### src/rtl/key_pkg.sv
// Shared types and constants for the key_bank debouncer: channel FSM states and
// the sclk-cycles-per-millisecond conversion used by the tick generator.
package key_pkg;

    typedef enum logic [2:0] {
        IDLE,
        DEB_PRESS,
        PRESSED,
        REPEAT,
        DEB_RELEASE
    } key_state_e;

    localparam int TICKS_PER_SEC = 1000;

    // Never returns zero, so very slow clocks still produce a tick every cycle.
    function automatic int ms_tick_div(input int clk_freq);
        return (clk_freq / TICKS_PER_SEC < 1) ? 1 : clk_freq / TICKS_PER_SEC;
    endfunction

endpackage

### src/rtl/ms_tick_gen.sv
// Free-running millisecond tick: tick is high for one sclk cycle every
// CLK_FREQ/1000 cycles. One instance is shared by every key channel.
module ms_tick_gen
    import key_pkg::*;
#(
    parameter int CLK_FREQ = 50_000_000
) (
    input  logic sclk,
    input  logic rst,
    output logic tick
);

    localparam int DIV = ms_tick_div(CLK_FREQ);
    localparam int CW  = (DIV > 1) ? $clog2(DIV) : 1;

    logic [CW-1:0] cnt_q;
    logic          tick_q;

    // NOTE: sequential state is updated with <= only, so every flop samples pre-edge values.
    always_ff @(posedge sclk or posedge rst) begin
        if (rst) begin
            cnt_q  <= '0;
            tick_q <= 1'b0;
        end else if (cnt_q == CW'(DIV - 1)) begin
            cnt_q  <= '0;
            tick_q <= 1'b1;
        end else begin
            cnt_q  <= cnt_q + 1'b1;
            tick_q <= 1'b0;
        end
    end

    assign tick = tick_q;

endmodule

### src/rtl/key_bank.sv
// Multi-channel key debouncer with press/release pulses, long-press hold and
// auto-repeat. Double-click detection is built only when KEY_BANK_DCLICK_EN is defined.
module key_bank
    import key_pkg::*;
#(
    parameter int CLK_FREQ    = 50_000_000,
    parameter int CH          = 4,
    parameter bit PRESS_LVL   = 1'b0,
    parameter int DEBOUNCE_MS = 20,
    parameter int LONG_MS     = 500,
    parameter int REPEAT_MS   = 100,
    parameter int DCLICK_MS   = 300
) (
    input  logic          sclk,
    input  logic          rst,
    input  logic [CH-1:0] key_in,
    output logic [CH-1:0] key_press,
    output logic [CH-1:0] key_release,
    output logic [CH-1:0] key_held,
    output logic [CH-1:0] key_dclick
);

    localparam int DW = $clog2(DEBOUNCE_MS + 1);
    localparam int LW = $clog2(LONG_MS + 1);
    localparam int RW = $clog2(REPEAT_MS + 1);
    localparam logic [CH-1:0] REL_LVL = {CH{~PRESS_LVL}};

    logic          tick;
    logic [CH-1:0] meta_q;
    logic [CH-1:0] sync_q;

    ms_tick_gen #(.CLK_FREQ(CLK_FREQ)) u_tick (
        .sclk (sclk),
        .rst  (rst),
        .tick (tick)
    );

    // Synchronisers reset to the released level so reset never looks like a press.
    always_ff @(posedge sclk or posedge rst) begin
        if (rst) begin
            meta_q <= REL_LVL;
            sync_q <= REL_LVL;
        end else begin
            meta_q <= key_in;
            sync_q <= meta_q;
        end
    end

    for (genvar g = 0; g < CH; g++) begin : g_ch
        key_state_e    state_q, state_d;
        logic [DW-1:0] deb_q, deb_d, deb_sat;
        logic [LW-1:0] long_q, long_d, long_sat;
        logic [RW-1:0] rep_q, rep_d;
        logic          held_q, held_d;
        logic          pressed, press, rel_pulse;

        assign pressed  = (sync_q[g] == PRESS_LVL);
        assign deb_sat  = (deb_q == DW'(DEBOUNCE_MS)) ? deb_q : deb_q + 1'b1;
        assign long_sat = (long_q == LW'(LONG_MS)) ? long_q : long_q + 1'b1;

        always_comb begin
            // NOTE: every comb output gets a default first, so no path can infer a latch.
            state_d   = state_q;
            deb_d     = deb_q;
            long_d    = long_q;
            rep_d     = rep_q;
            held_d    = held_q;
            press     = 1'b0;
            rel_pulse = 1'b0;
            unique case (state_q)
                IDLE: begin
                    if (pressed) begin
                        state_d = DEB_PRESS;
                        deb_d   = '0;
                    end
                end
                DEB_PRESS: begin
                    if (!pressed) begin
                        state_d = IDLE;
                        deb_d   = '0;
                    end else if (tick) begin
                        deb_d = deb_sat;
                        if (deb_sat == DW'(DEBOUNCE_MS)) begin
                            state_d = PRESSED;
                            long_d  = '0;
                            press   = 1'b1;
                        end
                    end
                end
                PRESSED: begin
                    if (!pressed) begin
                        state_d = DEB_RELEASE;
                        deb_d   = '0;
                    end else if (tick) begin
                        long_d = long_sat;
                        if (long_sat == LW'(LONG_MS)) begin
                            state_d = REPEAT;
                            rep_d   = '0;
                            held_d  = 1'b1;
                            press   = 1'b1;
                        end
                    end
                end
                REPEAT: begin
                    if (!pressed) begin
                        state_d = DEB_RELEASE;
                        deb_d   = '0;
                    end else if (tick) begin
                        if (rep_q == RW'(REPEAT_MS - 1)) begin
                            rep_d = '0;
                            press = 1'b1;
                        end else begin
                            rep_d = rep_q + 1'b1;
                        end
                    end
                end
                DEB_RELEASE: begin
                    // A release glitch returns to wherever the press was, silently.
                    if (pressed) begin
                        state_d = held_q ? REPEAT : PRESSED;
                    end else if (tick) begin
                        deb_d = deb_sat;
                        if (deb_sat == DW'(DEBOUNCE_MS)) begin
                            state_d   = IDLE;
                            held_d    = 1'b0;
                            rel_pulse = 1'b1;
                        end
                    end
                end
                default: state_d = IDLE;
            endcase
        end

        always_ff @(posedge sclk or posedge rst) begin
            if (rst) begin
                state_q <= IDLE;
                deb_q   <= '0;
                long_q  <= '0;
                rep_q   <= '0;
                held_q  <= 1'b0;
            end else begin
                state_q <= state_d;
                deb_q   <= deb_d;
                long_q  <= long_d;
                rep_q   <= rep_d;
                held_q  <= held_d;
            end
        end

        assign key_press[g]   = press;
        assign key_release[g] = rel_pulse;
        assign key_held[g]    = held_q;

`ifdef KEY_BANK_DCLICK_EN
        localparam int WW = $clog2(DCLICK_MS + 1);
        logic [WW-1:0] win_q;
        logic          win_act_q;
        logic          first_press;

        // Only the debounced press can start a double click; repeats come from PRESSED/REPEAT.
        assign first_press = press && (state_q == DEB_PRESS);

        always_ff @(posedge sclk or posedge rst) begin
            if (rst) begin
                win_q     <= '0;
                win_act_q <= 1'b0;
            end else if (rel_pulse) begin
                win_q     <= '0;
                win_act_q <= 1'b1;
            end else if (first_press) begin
                win_act_q <= 1'b0;
            end else if (tick && win_act_q && (win_q != WW'(DCLICK_MS))) begin
                win_q <= win_q + 1'b1;
            end
        end

        assign key_dclick[g] = first_press && win_act_q && (win_q < WW'(DCLICK_MS));
`else
        assign key_dclick[g] = 1'b0;
`endif
    end

endmodule

### config.mk
export PLATFORM = sky130hd
export DESIGN_NAME = key_bank
export DESIGN_NICKNAME = d
export VERILOG_FILES = /design/src/rtl/key_pkg.sv /design/src/rtl/ms_tick_gen.sv /design/src/rtl/key_bank.sv
export SDC_FILE = /design/constraint.sdc
export NUM_CORES = 1
export LEC_CHECK = 0
export CORE_MARGIN = 2
export CORE_UTILIZATION = 59
export DETAILED_ROUTE_END_ITERATION = 6
export PLACE_DENSITY = 0.78
export SLEW_MARGIN = 15
export SYNTH_ARGS = -nofsm -noshare
export SYNTH_HDL_FRONTEND = slang
export SYNTH_SLANG_ARGS = --single-unit
### constraint.sdc
create_clock -name sclk -period 7.9 [get_ports sclk]
set_input_delay 0.79 -clock sclk [delete_from_list [all_inputs] [get_ports sclk]]
set_output_delay 0.79 -clock sclk [all_outputs]
set_load 0.02 [all_outputs]
==> impl_metrics.tcl <==
set metrics [dict create \
    grt_pass1_vias 6286 \
    hp-class "register to register" \
    total_power_mw 1.541 \
    reg2reg_to "g_ch[0].long_q[6]" \
    cts_sinks 125 \
    drc 0 \
    fin_crit_sh_pct 51.34 \
    max-cap-violations 0 \
    die_h_um 119.6 \
    avgSynthCellArea_sq_um 8.536 \
    detail_route.first_pass.iterations 5 \
    cpPeakStageDelay_ns 0.71 \
    ys_seq_elements 125 \
    critPathKind "register to output port" \
    gp_congestion 0.9303 \
    p_leak_nw 3.503 \
    sequentialPowerShare_pct 42.6 \
    num_antenna_cells 0 \
    io_pins 22 \
    cp_max_fo 5 \
    switchingPower_mw 0.3125 \
    die_area_sq_um 14290 \
    pwr-share-comb_pct 2.7 \
    drive_gt1_share_pct 6.550 \
    skew_ns 0.007361 \
    hold_path_depth 0 \
    power_density_nw_per_um2 178.4 \
    grt_pass1_wl_um 28240 \
    grt_max_degree 74 \
    grt_remaining_overflow 0 \
    reg2reg_from "u_tick.tick" \
    setup_viol 0 \
    async_reset_ff_share_pct 100.0 \
    synth_warnings 0 \
    worst_ir_drop_vdd_mv 0.2118 \
    ys_types 76 \
    ys.flop_type "dfrtp_1" \
    max_clock_freq_ghz 0.2466 \
    drtAntennaViolNets 0 \
    cp_common_cell "a21oi_1" \
    drt-vias-per-instance 6.136 \
    pre_cts_ws_ns 4.325 \
    cts_resized 0 \
    place_inst 1060 \
    arrival_ns 3.27 \
    clk_path_buf_depth 2 \
    fp.dieW_um 119.6 \
    grt_antenna_before_repair 0 \
    yosysMostFrequentCell "dfrtp_1" \
    maxSlewHeadroom_pct 32.49 \
    ctsHoldBuffers 0 \
    coreArea_sq_um 13140 \
    finalCriticalPeriod_ns 4.056 \
    initial_core_util_pct 59.97 \
    synth-edff-count 0 \
    netlist.area_leader.share_pct 37.16 \
    nNetsFinal 930 \
    clk-insertion-delay-late_ns 0.42 \
    setup_ws_ns 3.844 \
    cts_tree "built" \
    r2r_setup_slack_ns 4.90 \
    critPathRequiredTime_ns 7.11 \
    status "complete, no violations" \
    hpwlAfterDp_um 10730 \
    cts_buffers 17 \
    final-hold-violation-count 0 \
    switching_share_pct 20.28 \
    syn2layout_area_growth_pct 9.639 \
    routed_wl_um 16310 \
    instances_no_fill 1092 \
    portBuffers 17 \
    p_int_mw 1.228 \
    path_buf_inv 2 \
    synthCells 923 \
    grtUsageTotal_pct 24.11 \
    startpoint "g_ch[3].deb_q[0]" \
    synth.area.top_cells "dfrtp_1 (37%), nor2_1 (5.0%), nand3_1 (3.7%), o21ai_0 (3.5%), ha_1 (3.3%)" \
    clkTransAtPathRegs_ns 0.05 \
    holdCritStartpoint "meta_q[3]" \
    wire_per_inst_um 14.94 \
    final_max_slew_viol_count 0 \
    ys_seq_area_share_pct 39.83 \
    drt_iter0_drc 595 \
    critPathTopFamily "buffers and inverters" \
    netlist.top_cell.by_area "dfrtp_1" \
    clkPwrFrac_pct 54.7 \
    worstMarginPinSlew_ns 1.005 \
    num_rows 42 \
    crit_path_end_kind "output port" \
    clock-root-buffer "clkbuf_16" \
    cts_max_level 4 \
    crit_path_start_kind "register" \
    netlist_area_sq_um 7879 \
    hold_end "sync_q[3]" \
    vias 6701 \
    r2r_cells 6 \
    cts_setup_buffers 0 \
    crit_chain "inv_1 -> ha_1 -> a21oi_1 -> mux2_2 -> nor4_1 -> a21oi_1 -> o32ai_1 -> clkdlybuf4s50_1" \
    synth.top_cells.by_count "dfrtp_1 (117), nor2_1 (105), nand2_1 (65)" \
    rsz0062_at_grt "no" \
    setup_tns_ns 0 \
    slowest_stage "nor4_1" \
]
-- power by group through the flow --
| stage | registers [mW] | clock network [mW] | logic [mW] |
|---|---|---|---|
| 5_1_grt | 0.657 | 0.889 | 0.0484 |
| 4_1_cts | 0.656 | 0.856 | 0.0429 |
| 2_1_floorplan | 0.659 | 0 | 0.0391 |
| 3_3_place_gp | 0.667 | 0 | 0.0419 |
| 3_5_place_dp | 0.667 | 0 | 0.0424 |
| 6_report | 0.656 | 0.843 | 0.0418 |
-- logic make-up (layout without fill, tap and decap cells) --
group	Yosys count	count (layout)	share of synthesized area [%]
AOI/OAI and AO/OA	229	229	19.04
other	1	4	0.04760
buffers and inverters	98	88	5.558
and+or+nand+nor	402	402	26.57
adders and majority gates	21	21	3.335
DFF	125	125	39.83
xor gates and xnor gates	31	31	3.446
muxes	16	16	2.176
-- through the flow --
stage	area [sq um]	hold slack [ns]	utilization, %
6_report	8638	0.3528	65.75
5_1_grt	8638	0.3591	65.75
4_1_cts	8638	0.3532	65.75
3_5_place_dp	7999	0.3470	60.89
3_3_place_gp	7999	0.3462	60.89
2_1_floorplan	7890	0.3452	-
-- worst max-delay path by stage --
| stage | endpoint | depth (start not counted) |
|---|---|---|
| 6_report | key_press[3] | 8 |
| 5_1_grt | key_press[3] | 8 |
| 4_1_cts | key_press[1] | 7 |
| 3_5_place_dp | key_press[1] | 7 |
| 3_3_place_gp | key_press[3] | 7 |
| 2_1_floorplan | g_ch[0].deb_q[0] | 1 |
-- cell usage in the layout, fill, tap and decap left out, types with 6 or more instances in the layout --
cell type        netlist  final
nor2_1               105    105
clkdlybuf4s50_1        0     17
xnor2_1               16     16
nand3b_1              10     10
a211oi_1               8      8
nor3_1                21     21
and4_1                 6      6
dfstp_2                8      8
nor2b_1               20     20
a21oi_1               50     50
o31ai_1               18     18
dfrtp_1              117    117
xor2_1                15     15
clkbuf_16              0     17
a22o_1                 6      6
and2_1                 6      6
mux2i_1               10     10
nand2_1               65     65
and3_1                19     19
nand4_1               19     19
ha_1                  21     21
a41oi_1                8      8
o21ai_0               55     55
or3_1                 13     13
o2bb2ai_1              6      6
inv_1                 37     36
nor3b_1                9      9
or2_2                  8      8
nand3_1               59     59
a31oi_1               20     20
nand2b_1              15     15
-- metal layers --
layer  GRT usage [%]  routed length [um]  up-vias
li1                -                   -     3309
met1           32.05                7858     3202
met2           38.29                7570      165
met3           6.416                 654       25
met4           8.456                 231        0
met5               0                   0        -
-- registers in the layout (all words and copies together), names as in the netlist --
register      flops
g_ch.rep_q       28
g_ch.state_q     12
sync_q            4
g_ch.deb_q       20
g_ch.held_q       4
u_tick.cnt_q     16
g_ch.long_q      36
meta_q            4
u_tick.tick       1
-- final cells by class --
cell class / instances / area (sq um)
sequential: 125 / 3138
clock inverter: 6 / 130.1
multi-input combinational: 703 / 4314
fill: 1103 / 4499
timing repair buffer: 19 / 185.2
tap: 176 / 220.2
inverter: 37 / 141.4
clock buffer: 26 / 509.2
Power figures use the tool's default switching activity.
